--- config.mk ---
export PLATFORM = sky130hd
export DESIGN_NAME = wishbone_slave_adapter_gen_flat
export DESIGN_NICKNAME = d
export VERILOG_FILES = /design/src/rtl/wishbone_slave_adapter_gen_if.sv /design/src/rtl/wishbone_slave_adapter_gen.sv /design/src/flat_wrapper.sv
export SDC_FILE = /design/constraint.sdc
export NUM_CORES = 1
export LEC_CHECK = 0
export CAP_MARGIN = 20
export CORE_UTILIZATION = 40
export CTS_BUF_LIST = sky130_fd_sc_hd__clkbuf_8 sky130_fd_sc_hd__clkbuf_16
export CTS_CLUSTER_SIZE = 12
export DETAILED_ROUTE_END_ITERATION = 10
export PLACE_DENSITY_LB_ADDON = 0.3
export SLEW_MARGIN = 5
export SYNTH_ARGS = -nofsm -noshare
export SYNTH_HDL_FRONTEND = slang
export SYNTH_SLANG_ARGS = --single-unit
export TNS_END_PERCENT = 100
--- constraint.sdc ---
create_clock -name clk_i -period 1.9 [get_ports clk_i]
set_input_delay 0.38 -clock clk_i [delete_from_list [all_inputs] [get_ports clk_i]]
set_output_delay 0.38 -clock clk_i [all_outputs]
set_load 0.005 [all_outputs]
--- src/rtl/wishbone_slave_adapter_gen_if.sv ---
// Wishbone classic bus bundle between a shared-bus master port and the
// peripheral slave adapter. Signal names keep the slave-side _i/_o
// orientation so they match the adapter's view of the bus.
interface wishbone_slave_adapter_gen_if #(
  parameter int unsigned DW = 32,
  parameter int unsigned AW = 32
) ();

  logic [AW-1:0]   wb_addr_i;
  logic [DW-1:0]   wb_data_i;
  logic [DW-1:0]   wb_data_o;
  logic            wb_we_i;
  logic            wb_stb_i;
  logic            wb_cyc_i;
  logic [DW/8-1:0] wb_sel_i;
  logic            wb_ack_o;
  logic            wb_err_o;

  // Bus master side: issues requests, receives data and terminations.
  modport master (
    output wb_addr_i, wb_data_i, wb_we_i, wb_stb_i, wb_cyc_i, wb_sel_i,
    input  wb_data_o, wb_ack_o, wb_err_o
  );

  // Adapter side: accepts requests, returns data and terminations.
  modport slave (
    input  wb_addr_i, wb_data_i, wb_we_i, wb_stb_i, wb_cyc_i, wb_sel_i,
    output wb_data_o, wb_ack_o, wb_err_o
  );

endinterface

--- src/rtl/wishbone_slave_adapter_gen.sv ---
// Generic Wishbone classic slave adapter for one register-mapped peripheral.
// Decodes a base/span window, answers out-of-window accesses with a bus
// error, latches the request fields, issues single-cycle read/write strobes
// to the peripheral, optionally waits a fixed number of cycles before
// sampling read data, and terminates each accepted request with one ack.
module wishbone_slave_adapter_gen #(
  parameter int unsigned     DW          = 32,
  parameter int unsigned     AW          = 32,
  parameter logic [AW-1:0]   BASE_ADDR   = {AW{1'b0}},
  parameter int unsigned     SPAN_LOG2   = 4,
  parameter int unsigned     WAIT_STATES = 0
) (
  input  logic                  clk_i,
  input  logic                  rst,
  wishbone_slave_adapter_gen_if.slave wb,
  output logic [SPAN_LOG2-1:0]  per_addr_o,
  output logic [DW-1:0]         per_wdata_o,
  output logic [DW/8-1:0]       per_sel_o,
  output logic                  per_we_o,
  output logic                  per_re_o,
  input  logic [DW-1:0]         per_rdata_i
);

  // Wait-state count as stored in the down-counter (0..15).
  localparam logic [3:0] WAIT_CNT = 4'(WAIT_STATES);

  typedef enum logic [2:0] {
    ST_IDLE     = 3'd0,
    ST_ACCESS   = 3'd1,
    ST_WAIT     = 3'd2,
    ST_ACK      = 3'd3,
    ST_ERR      = 3'd4,
    ST_COOLDOWN = 3'd5
  } state_t;

  state_t                 state_r;
  logic [3:0]             cnt_r;
  logic                   we_r;
  logic [SPAN_LOG2-1:0]   addr_r;
  logic [DW-1:0]          wdata_r;
  logic [DW/8-1:0]        sel_r;
  logic [DW-1:0]          rdata_r;
  logic                   ack_r;
  logic                   err_r;
  logic                   per_we_r;
  logic                   per_re_r;

  logic                   req_s;
  logic                   hit_s;
  logic                   sel_any_s;

  // Request qualification and window decode on the upper address bits.
  always_comb begin
    req_s     = wb.wb_stb_i & wb.wb_cyc_i;
    hit_s     = (wb.wb_addr_i[AW-1:SPAN_LOG2] == BASE_ADDR[AW-1:SPAN_LOG2]);
    sel_any_s = |wb.wb_sel_i;
  end

  // Transaction FSM; every output is a register updated on the transition
  // into the state that shows it, so strobes and terminations are clean
  // one-cycle pulses.
  always_ff @(posedge clk_i) begin
    if (rst) begin
      state_r  <= ST_IDLE;
      cnt_r    <= 4'd0;
      we_r     <= 1'b0;
      addr_r   <= {SPAN_LOG2{1'b0}};
      wdata_r  <= {DW{1'b0}};
      sel_r    <= {(DW/8){1'b0}};
      rdata_r  <= {DW{1'b0}};
      ack_r    <= 1'b0;
      err_r    <= 1'b0;
      per_we_r <= 1'b0;
      per_re_r <= 1'b0;
    end else begin
      // Pulses default low; the states below raise them for one cycle.
      ack_r    <= 1'b0;
      err_r    <= 1'b0;
      per_we_r <= 1'b0;
      per_re_r <= 1'b0;
      case (state_r)
        ST_IDLE: begin
          if (req_s) begin
            if (hit_s) begin
              // Accept: latch the request and strobe the peripheral while
              // in ACCESS. A write with no byte lanes is acked but never
              // reaches the peripheral.
              addr_r   <= wb.wb_addr_i[SPAN_LOG2-1:0];
              wdata_r  <= wb.wb_data_i;
              sel_r    <= wb.wb_sel_i;
              we_r     <= wb.wb_we_i;
              per_we_r <= wb.wb_we_i & sel_any_s;
              per_re_r <= ~wb.wb_we_i;
              state_r  <= ST_ACCESS;
            end else begin
              err_r   <= 1'b1;
              state_r <= ST_ERR;
            end
          end else begin
            state_r <= ST_IDLE;
          end
        end

        ST_ACCESS: begin
          if (!wb.wb_cyc_i) begin
            // Master abandoned the cycle; the strobe already went out.
            state_r <= ST_IDLE;
          end else if (WAIT_CNT == 4'd0) begin
            if (!we_r) begin
              rdata_r <= per_rdata_i;
            end else begin
              rdata_r <= rdata_r;
            end
            ack_r   <= 1'b1;
            state_r <= ST_ACK;
          end else begin
            cnt_r   <= WAIT_CNT;
            state_r <= ST_WAIT;
          end
        end

        ST_WAIT: begin
          if (!wb.wb_cyc_i) begin
            state_r <= ST_IDLE;
          end else if (cnt_r <= 4'd1) begin
            // Last wait cycle: peripheral data is valid now.
            if (!we_r) begin
              rdata_r <= per_rdata_i;
            end else begin
              rdata_r <= rdata_r;
            end
            cnt_r   <= 4'd0;
            ack_r   <= 1'b1;
            state_r <= ST_ACK;
          end else begin
            cnt_r <= cnt_r - 4'd1;
          end
        end

        ST_ACK: begin
          state_r <= ST_COOLDOWN;
        end

        ST_ERR: begin
          state_r <= ST_COOLDOWN;
        end

        ST_COOLDOWN: begin
          // One idle cycle so a held strobe cannot retrigger immediately.
          state_r <= ST_IDLE;
        end

        default: begin
          state_r <= ST_IDLE;
        end
      endcase
    end
  end

  assign wb.wb_data_o = rdata_r;
  assign wb.wb_ack_o  = ack_r;
  assign wb.wb_err_o  = err_r;
  assign per_addr_o   = addr_r;
  assign per_wdata_o  = wdata_r;
  assign per_sel_o    = sel_r;
  assign per_we_o     = per_we_r;
  assign per_re_o     = per_re_r;

endmodule

--- src/flat_wrapper.sv ---
// flat-port wrapper written by rule: the top's interface ports become plain ports
module wishbone_slave_adapter_gen_flat 
#(
  parameter int unsigned     DW          = 32,
  parameter int unsigned     AW          = 32,
  parameter logic [AW-1:0]   BASE_ADDR   = {AW{1'b0}},
  parameter int unsigned     SPAN_LOG2   = 4,
  parameter int unsigned     WAIT_STATES = 0
)
  (clk_i, rst, per_addr_o, per_wdata_o, per_sel_o, per_we_o, per_re_o, per_rdata_i, wb_wb_addr_i, wb_wb_data_i, wb_wb_we_i, wb_wb_stb_i, wb_wb_cyc_i, wb_wb_sel_i, wb_wb_data_o, wb_wb_ack_o, wb_wb_err_o);
  wishbone_slave_adapter_gen_if #(.DW(DW), .AW(AW)) wb_i ();
  input  logic clk_i;
  input  logic rst;
  output logic [SPAN_LOG2-1:0] per_addr_o;
  output logic [DW-1:0] per_wdata_o;
  output logic [DW/8-1:0] per_sel_o;
  output logic per_we_o;
  output logic per_re_o;
  input  logic [DW-1:0] per_rdata_i;
  input wire logic [$bits(wb_i.wb_addr_i)-1:0] wb_wb_addr_i;
  input wire logic [$bits(wb_i.wb_data_i)-1:0] wb_wb_data_i;
  input wire logic [$bits(wb_i.wb_we_i)-1:0] wb_wb_we_i;
  input wire logic [$bits(wb_i.wb_stb_i)-1:0] wb_wb_stb_i;
  input wire logic [$bits(wb_i.wb_cyc_i)-1:0] wb_wb_cyc_i;
  input wire logic [$bits(wb_i.wb_sel_i)-1:0] wb_wb_sel_i;
  output wire logic [$bits(wb_i.wb_data_o)-1:0] wb_wb_data_o;
  output wire logic [$bits(wb_i.wb_ack_o)-1:0] wb_wb_ack_o;
  output wire logic [$bits(wb_i.wb_err_o)-1:0] wb_wb_err_o;
  assign wb_i.wb_addr_i = wb_wb_addr_i;
  assign wb_i.wb_data_i = wb_wb_data_i;
  assign wb_i.wb_we_i = wb_wb_we_i;
  assign wb_i.wb_stb_i = wb_wb_stb_i;
  assign wb_i.wb_cyc_i = wb_wb_cyc_i;
  assign wb_i.wb_sel_i = wb_wb_sel_i;
  assign wb_wb_data_o = wb_i.wb_data_o;
  assign wb_wb_ack_o = wb_i.wb_ack_o;
  assign wb_wb_err_o = wb_i.wb_err_o;
  wishbone_slave_adapter_gen #(.DW(DW), .AW(AW), .BASE_ADDR(BASE_ADDR), .SPAN_LOG2(SPAN_LOG2), .WAIT_STATES(WAIT_STATES)) u_core (.clk_i(clk_i), .rst(rst), .wb(wb_i), .per_addr_o(per_addr_o), .per_wdata_o(per_wdata_o), .per_sel_o(per_sel_o), .per_we_o(per_we_o), .per_re_o(per_re_o), .per_rdata_i(per_rdata_i));
endmodule
==> results_dict.tcl, run 1 <==
set metrics [dict create \
    finalNetCount 680 \
    synth_common_cells "nand2b_1, dfxtp_1, mux2i_1" \
    cts_buffer_depth 2 \
    setup.worst_path.start_class "input pin" \
    clkSinkCount 84 \
    crit_type "input pin to register" \
    crit_arrival_ns 2.08 \
    initial_utilization 0.415 \
    endpoint_kind "register" \
    clkLatencyLatePin_ns 0.35 \
    finalPower_mw 3.83 \
    via_count 3476 \
    synth-edff-count 0 \
    cts_tree "built" \
    syn2layout_area_growth_pct 63.0 \
    route.detailed.drc 26 \
    stdcell_count 686 \
    die_w_um 97.6 \
    cts_root_buf "clkbuf_8" \
    io_buffers 180 \
    routed_wl_um 10300 \
    die_area_mm2 0.00953 \
    antennaDiodeCount 0 \
    path_max_fanout 3 \
    post-dp-hpwl_um 6990 \
    outcome "finished, violations left" \
    p_leak_nw 2.03 \
    timing.rr.start "u_core.cnt_r[0]" \
    ir_drop_mv 0.398 \
    worst_pin_slew_ns 0.471 \
    drive_above_1_share 0.0761 \
    yosysTopAreaCell "dfxtp_1" \
    netlist_instances 393 \
    io_pins 181 \
    syn_avg_cell_area_um2 9.31 \
    num-fill-cells 697 \
    via_per_inst 5.07 \
    rsz0062_at_grt "no" \
    p_per_area_mw_per_mm2 642 \
    fmax_mhz 546 \
    numCtsBuffers 9 \
    synthTopCellsByArea "dfxtp_1, nand2b_1, mux2i_1, a21oi_1, nand3_1" \
    drtIter0Drc 128 \
    synth-seq-cells 84 \
    violations "design-rule violations" \
    synth_top_area_frac 0.460 \
    relSlewSlack 0.682 \
    min_from "u_core.per_wdata_o[4]" \
    coreArea_mm2 0.00881 \
    crit_required_ns 2.15 \
    grt-ovfl-total 0 \
    antenna_found_initial 0 \
    finalHoldViolCount 0 \
    fin_crit_sh 0.964 \
    critical_path.startpoint "wb_wb_addr_i[27]" \
    pre_cts_slack_ns -0.322 \
    drt_first_pass_iters 7 \
    max_stage_delay_ns 0.40 \
    synthArstFlopShare 0 \
    yosysMostFrequentCell "nand2b_1" \
    syn_nets 500 \
    synth_cell_types 33 \
    cts_hold_buffers 0 \
    slew_violations 0 \
    seq_area_frac_synth 0.460 \
    grt_max_degree 126 \
    hold_class "register to register" \
    clk_pin_slew_ns 0.09 \
    yosysWarnings 0 \
    gp_congestion 0.754 \
    finalSetupViolCount 0 \
    grt_usage 0.208 \
    hold_ws_ns 0.477 \
    cap_violations 0 \
    grt_pass1_vias 3394 \
    finalClockSkew_ns 0.0148 \
    slowest_stage "clkdlybuf4s50_1" \
    min_period_ns 1.83 \
    htree_levels 3 \
    ant_nets 0 \
    ys.flop_type "dfxtp_1" \
    rows 34 \
    grt_pass1_wl_um 16100 \
    worst_slack_ns 0.0685 \
    die_h_um 97.6 \
    crit_chain "clkdlybuf4s50_1, nor4_1, nand3_1, buf_4, or3_1, a311oi_1" \
    synthesis.area_mm2 0.00366 \
    dp_cells 665 \
    wl_per_cell_um 15.0 \
]
-- path summary, 6_finish.rpt --
| check | to | slack [ns] | depth (start not counted) |
|---|---|---|---|
| max reg2reg | u_core.wb.wb_data_o[31] | 0.15 | 7 |
| min | u_core.per_wdata_o[4] | 0.48 | 2 |
| min reg2reg | u_core.per_wdata_o[4] | 0.48 | 2 |
| max | u_core.state_r[0] | 0.07 | 6 |
-- final cells by class --
cell class | count | area, µm² | area share
inverters | 5 | 18.8 | 0.00315
clock inverters | 6 | 93.8 | 0.0157
clock buffers | 10 | 138 | 0.0231
multi-input cells | 275 | 1840 | 0.308
well taps | 108 | 135 | 0.0227
flip-flops and latches | 84 | 1680 | 0.282
repair buffers | 198 | 2060 | 0.345
-- layer usage --
metal  up-vias  global-route usage  share of wire
met5         -                   0              0
li1       1724                   -              -
met3        14              0.0547          0.064
met1      1619               0.251           0.42
met2       119               0.360           0.50
met4         0              0.0653          0.014
-- power breakdown --
group | internal, mW | total [mW] | switching [mW] | leakage, nW
registers | 1.79 | 1.81 | 0.0179 | 0.678
logic | 0.335 | 0.554 | 0.219 | 1.23
clock network | 0.789 | 1.47 | 0.682 | 0.113
total | 2.91 | 3.83 | 0.919 | 2.03
-- cells in the final DEF, fill, tap and decap left out, types with 2 or more instances in the layout --
cell,instances
a21oi_1,37
nand2b_1,86
clkbuf_8,10
bufinv_16,2
inv_6,2
nor4_2,4
nand3_1,35
nor2_1,3
clkbuf_16,2
dlymetal6s2s_1,4
o21ai_0,4
nand2_1,5
ha_1,2
inv_1,5
or3_1,4
buf_12,4
nor4_1,5
buf_4,9
nor3_1,2
o21ai_1,29
a311oi_1,2
mux2i_1,41
clkdlybuf4s50_1,175
dfxtp_1,84
-- what timing repair did --
| item | in CTS | in global routing |
|---|---|---|
| endpoints found under the setup margin | 0 | 43 |
| gates resized for setup | 0 | 13 |
| setup buffers | 0 | 1 |
-- cell families after synthesis --
family	count (synthesis)	share of synthesized area
simple gates	153	0.253
mux	41	0.112
buf+inv	34	0.0482
compound gates	78	0.117
flops	84	0.460
fa+ha+maj	3	0.00957
-- state kept, by name (all words and copies together) (netlist names) --
| signal | flops |
|---|---|
| u_core.wb.wb_ack_o | 1 |
| u_core.wb.wb_data_o | 32 |
| u_core.wb.wb_err_o | 1 |
| u_core.per_wdata_o | 32 |
| u_core.per_we_o | 1 |
| u_core.state_r | 3 |
| u_core.per_addr_o | 4 |
| u_core.we_r | 1 |
| u_core.per_sel_o | 4 |
| u_core.per_re_o | 1 |
| u_core.cnt_r | 4 |
-- metrics by stage --
step | util | area (µm²) | TNS [ns]
2_1_floorplan | - | 3660 | 0
3_3_place_gp | 0.635 | 5590 | -10.07
3_5_place_dp | 0.635 | 5590 | -13.59
4_1_cts | 0.662 | 5830 | 0
5_1_grt | 0.677 | 5960 | 0
6_report | 0.677 | 5960 | 0
-- critical path: cells and delay by family --
family | cells | cell delay [ns]
compound gates | 1 | 0.22
simple gates | 3 | 0.90
buf+inv | 2 | 0.58
No activity file was read; power rests on OpenSTA's default activity.
==> inputs of run 2 (changes only) <==
--- a/config.mk
+++ b/config.mk
@@ -6,10 +6,11 @@
 export NUM_CORES = 1
 export LEC_CHECK = 0
 export CAP_MARGIN = 20
-export CORE_UTILIZATION = 40
+export CORE_UTILIZATION = 44
 export CTS_BUF_LIST = sky130_fd_sc_hd__clkbuf_8 sky130_fd_sc_hd__clkbuf_16
 export CTS_CLUSTER_SIZE = 12
 export DETAILED_ROUTE_END_ITERATION = 10
+export MAX_ROUTING_LAYER = met4
 export PLACE_DENSITY_LB_ADDON = 0.3
 export SLEW_MARGIN = 5
 export SYNTH_ARGS = -nofsm -noshare
==> constraint.sdc (replaced) <==
create_clock -name clk_i -period 2.4 [get_ports clk_i]
set_input_delay 0.48 -clock clk_i [delete_from_list [all_inputs] [get_ports clk_i]]
set_output_delay 0.48 -clock clk_i [all_outputs]
set_load 0.005 [all_outputs]
==> run 2 against run 1 <==
  * Register-to-register slack better by 0.41 ns
  * Wire length is 4.5% lower
  * Power is 19% lower
  * Flip-flop and latch count stayed put
  * The run now ends clean
  * Largest cell class unchanged
  * Via count is 1.6% lower
  * Worst setup slack better by 0.28 ns
  * Sequential power is 21% lower
  * Critical path type unchanged
  * Largest power group unchanged
  * Clock power is 16% lower
==> results_dict.tcl, run 2 (same netlist as run 1, synthesis figures left out) <==
set metrics [dict create \
    initial_utilization 0.464 \
    ctsResizeCount 0 \
    finalNetCount 669 \
    grt_usage 0.235 \
    io_buffers 180 \
    outcome "finished, final reports clean" \
    setup_tns_ns 0 \
    cts_tree "built" \
    relSlewSlack 0.709 \
    path_max_fanout 41 \
    grt-ovfl-total 0 \
    crit_required_ns 2.66 \
    drt_first_pass_iters 4 \
    drive_above_1_share 0.0494 \
    r2r_slack_ns 0.56 \
    slew_violations 0 \
    syn2layout_area_growth_pct 57.9 \
    fmax_mhz 487 \
    endpoint_kind "register" \
    rsz0062_at_grt "no" \
    p_per_area_mw_per_mm2 535 \
    clk_pin_slew_ns 0.08 \
    worst_pin_slew_ns 0.437 \
    post-dp-hpwl_um 6770 \
    crit_arrival_ns 2.32 \
    coreArea_mm2 0.00789 \
    final_area_mm2 0.00578 \
    crit_type "input pin to register" \
    post_cts_buffers 0 \
    die_h_um 93.2 \
    via_count 3421 \
    finalClockSkew_ns 0.00816 \
    cts_root_buf "clkbuf_8" \
    route.detailed.drc 0 \
    hold_class "register to register" \
    htree_levels 3 \
    grt_pass1_vias 3232 \
    clkLatencyLatePin_ns 0.34 \
    grt_pass1_wl_um 15800 \
    min_period_ns 2.05 \
    via_per_inst 5.11 \
    routed_wl_um 9820 \
    final_cell_mix "clkdlybuf4s50_1, nand2b_1, dfxtp_1" \
    utilization 0.733 \
    gp_congestion 0.759 \
    placed_cell_area_mm2 0.00553 \
    fin_crit_sh 0.856 \
    final_common_cell "clkdlybuf4s50_1" \
    grt_max_degree 126 \
    setup.worst_path.start_class "input pin" \
    ant_nets 0 \
    antennaDiodeCount 0 \
    finalSetupViolCount 0 \
    cap_violations 0 \
    drtIter0Drc 81 \
    die_area_mm2 0.00868 \
    wl_per_cell_um 14.7 \
    p_leak_nw 1.92 \
    numCtsBuffers 9 \
    die_w_um 93.2 \
    rows 32 \
    ir_drop_mv 0.361 \
    cts_buffer_depth 2 \
    finalHoldViolCount 0 \
    clkSinkCount 84 \
    io_pins 181 \
    cts_hold_buffers 0 \
    antenna_found_initial 0 \
]
run 2: changes by cell type in the layout (fill, tap and decap cells not counted):
cell	delta
clkinvlp_4	-1
buf_6	-1
bufinv_16	+1
buf_4	-5
inv_1	+1
buf_12	-1
nor4_2	-4
clkdlybuf4s50_1	+4
buf_8	-1
buf_16	-1
nor4_1	+4
dlymetal6s2s_1	-4
clkbuf_16	-2
inv_6	-1
run 2: critical path, stage by stage:
cell,delay [ns]
clkdlybuf4s50_1,0.39
nor4_1,0.32
nand4_1,0.28
nor3_4,0.26
buf_12,0.30
mux2i_1,0.26
run 2: layout make-up:
class                           count  area (µm²)
Clock buffer                       10         138
Clock inverter                      6         111
Fill cell                         593        2110
Inverter                            5        18.8
Multi-Input combinational cell    275        1810
Sequential cell                    84        1680
Tap cell                          102         128
Timing Repair Buffer              187        1890
run 2: stage by stage:
step	instances	hold WS, ns	power (mW)	setup WS (ns)
after floorplan	393	0.441	1.62	0.624
after global placement	653	0.454	1.88	0.113
after detailed placement	653	0.461	1.88	-0.0336
after CTS	669	0.472	3.12	0.335
after global routing	669	0.500	3.23	0.166
final	669	0.469	3.09	0.346
run 2: where the power goes:
part | internal, mW | switching, mW
logic | 0.255 | 0.167
registers | 1.42 | 0.0146
clock network | 0.722 | 0.518
total | 2.39 | 0.699
run 2: routing by layer:
layer,wire length (µm),vias to the layer above,global-route usage
met3,723,8,0.0545
met2,4460,124,0.365
met4,112,0,0.0769
li1,-,1699,-
met5,0,-,-
met1,4520,1590,0.303
run 2: path summary, 6_finish.rpt:
check             startpoint                     end  cells after the start
max          wb_wb_addr_i[5]  u_core.per_wdata_o[22]                      6
min          u_core.cnt_r[1]         u_core.cnt_r[1]                      2
min reg2reg  u_core.cnt_r[1]         u_core.cnt_r[1]                      2
max reg2reg  u_core.cnt_r[0]  u_core.wb.wb_data_o[0]                      7
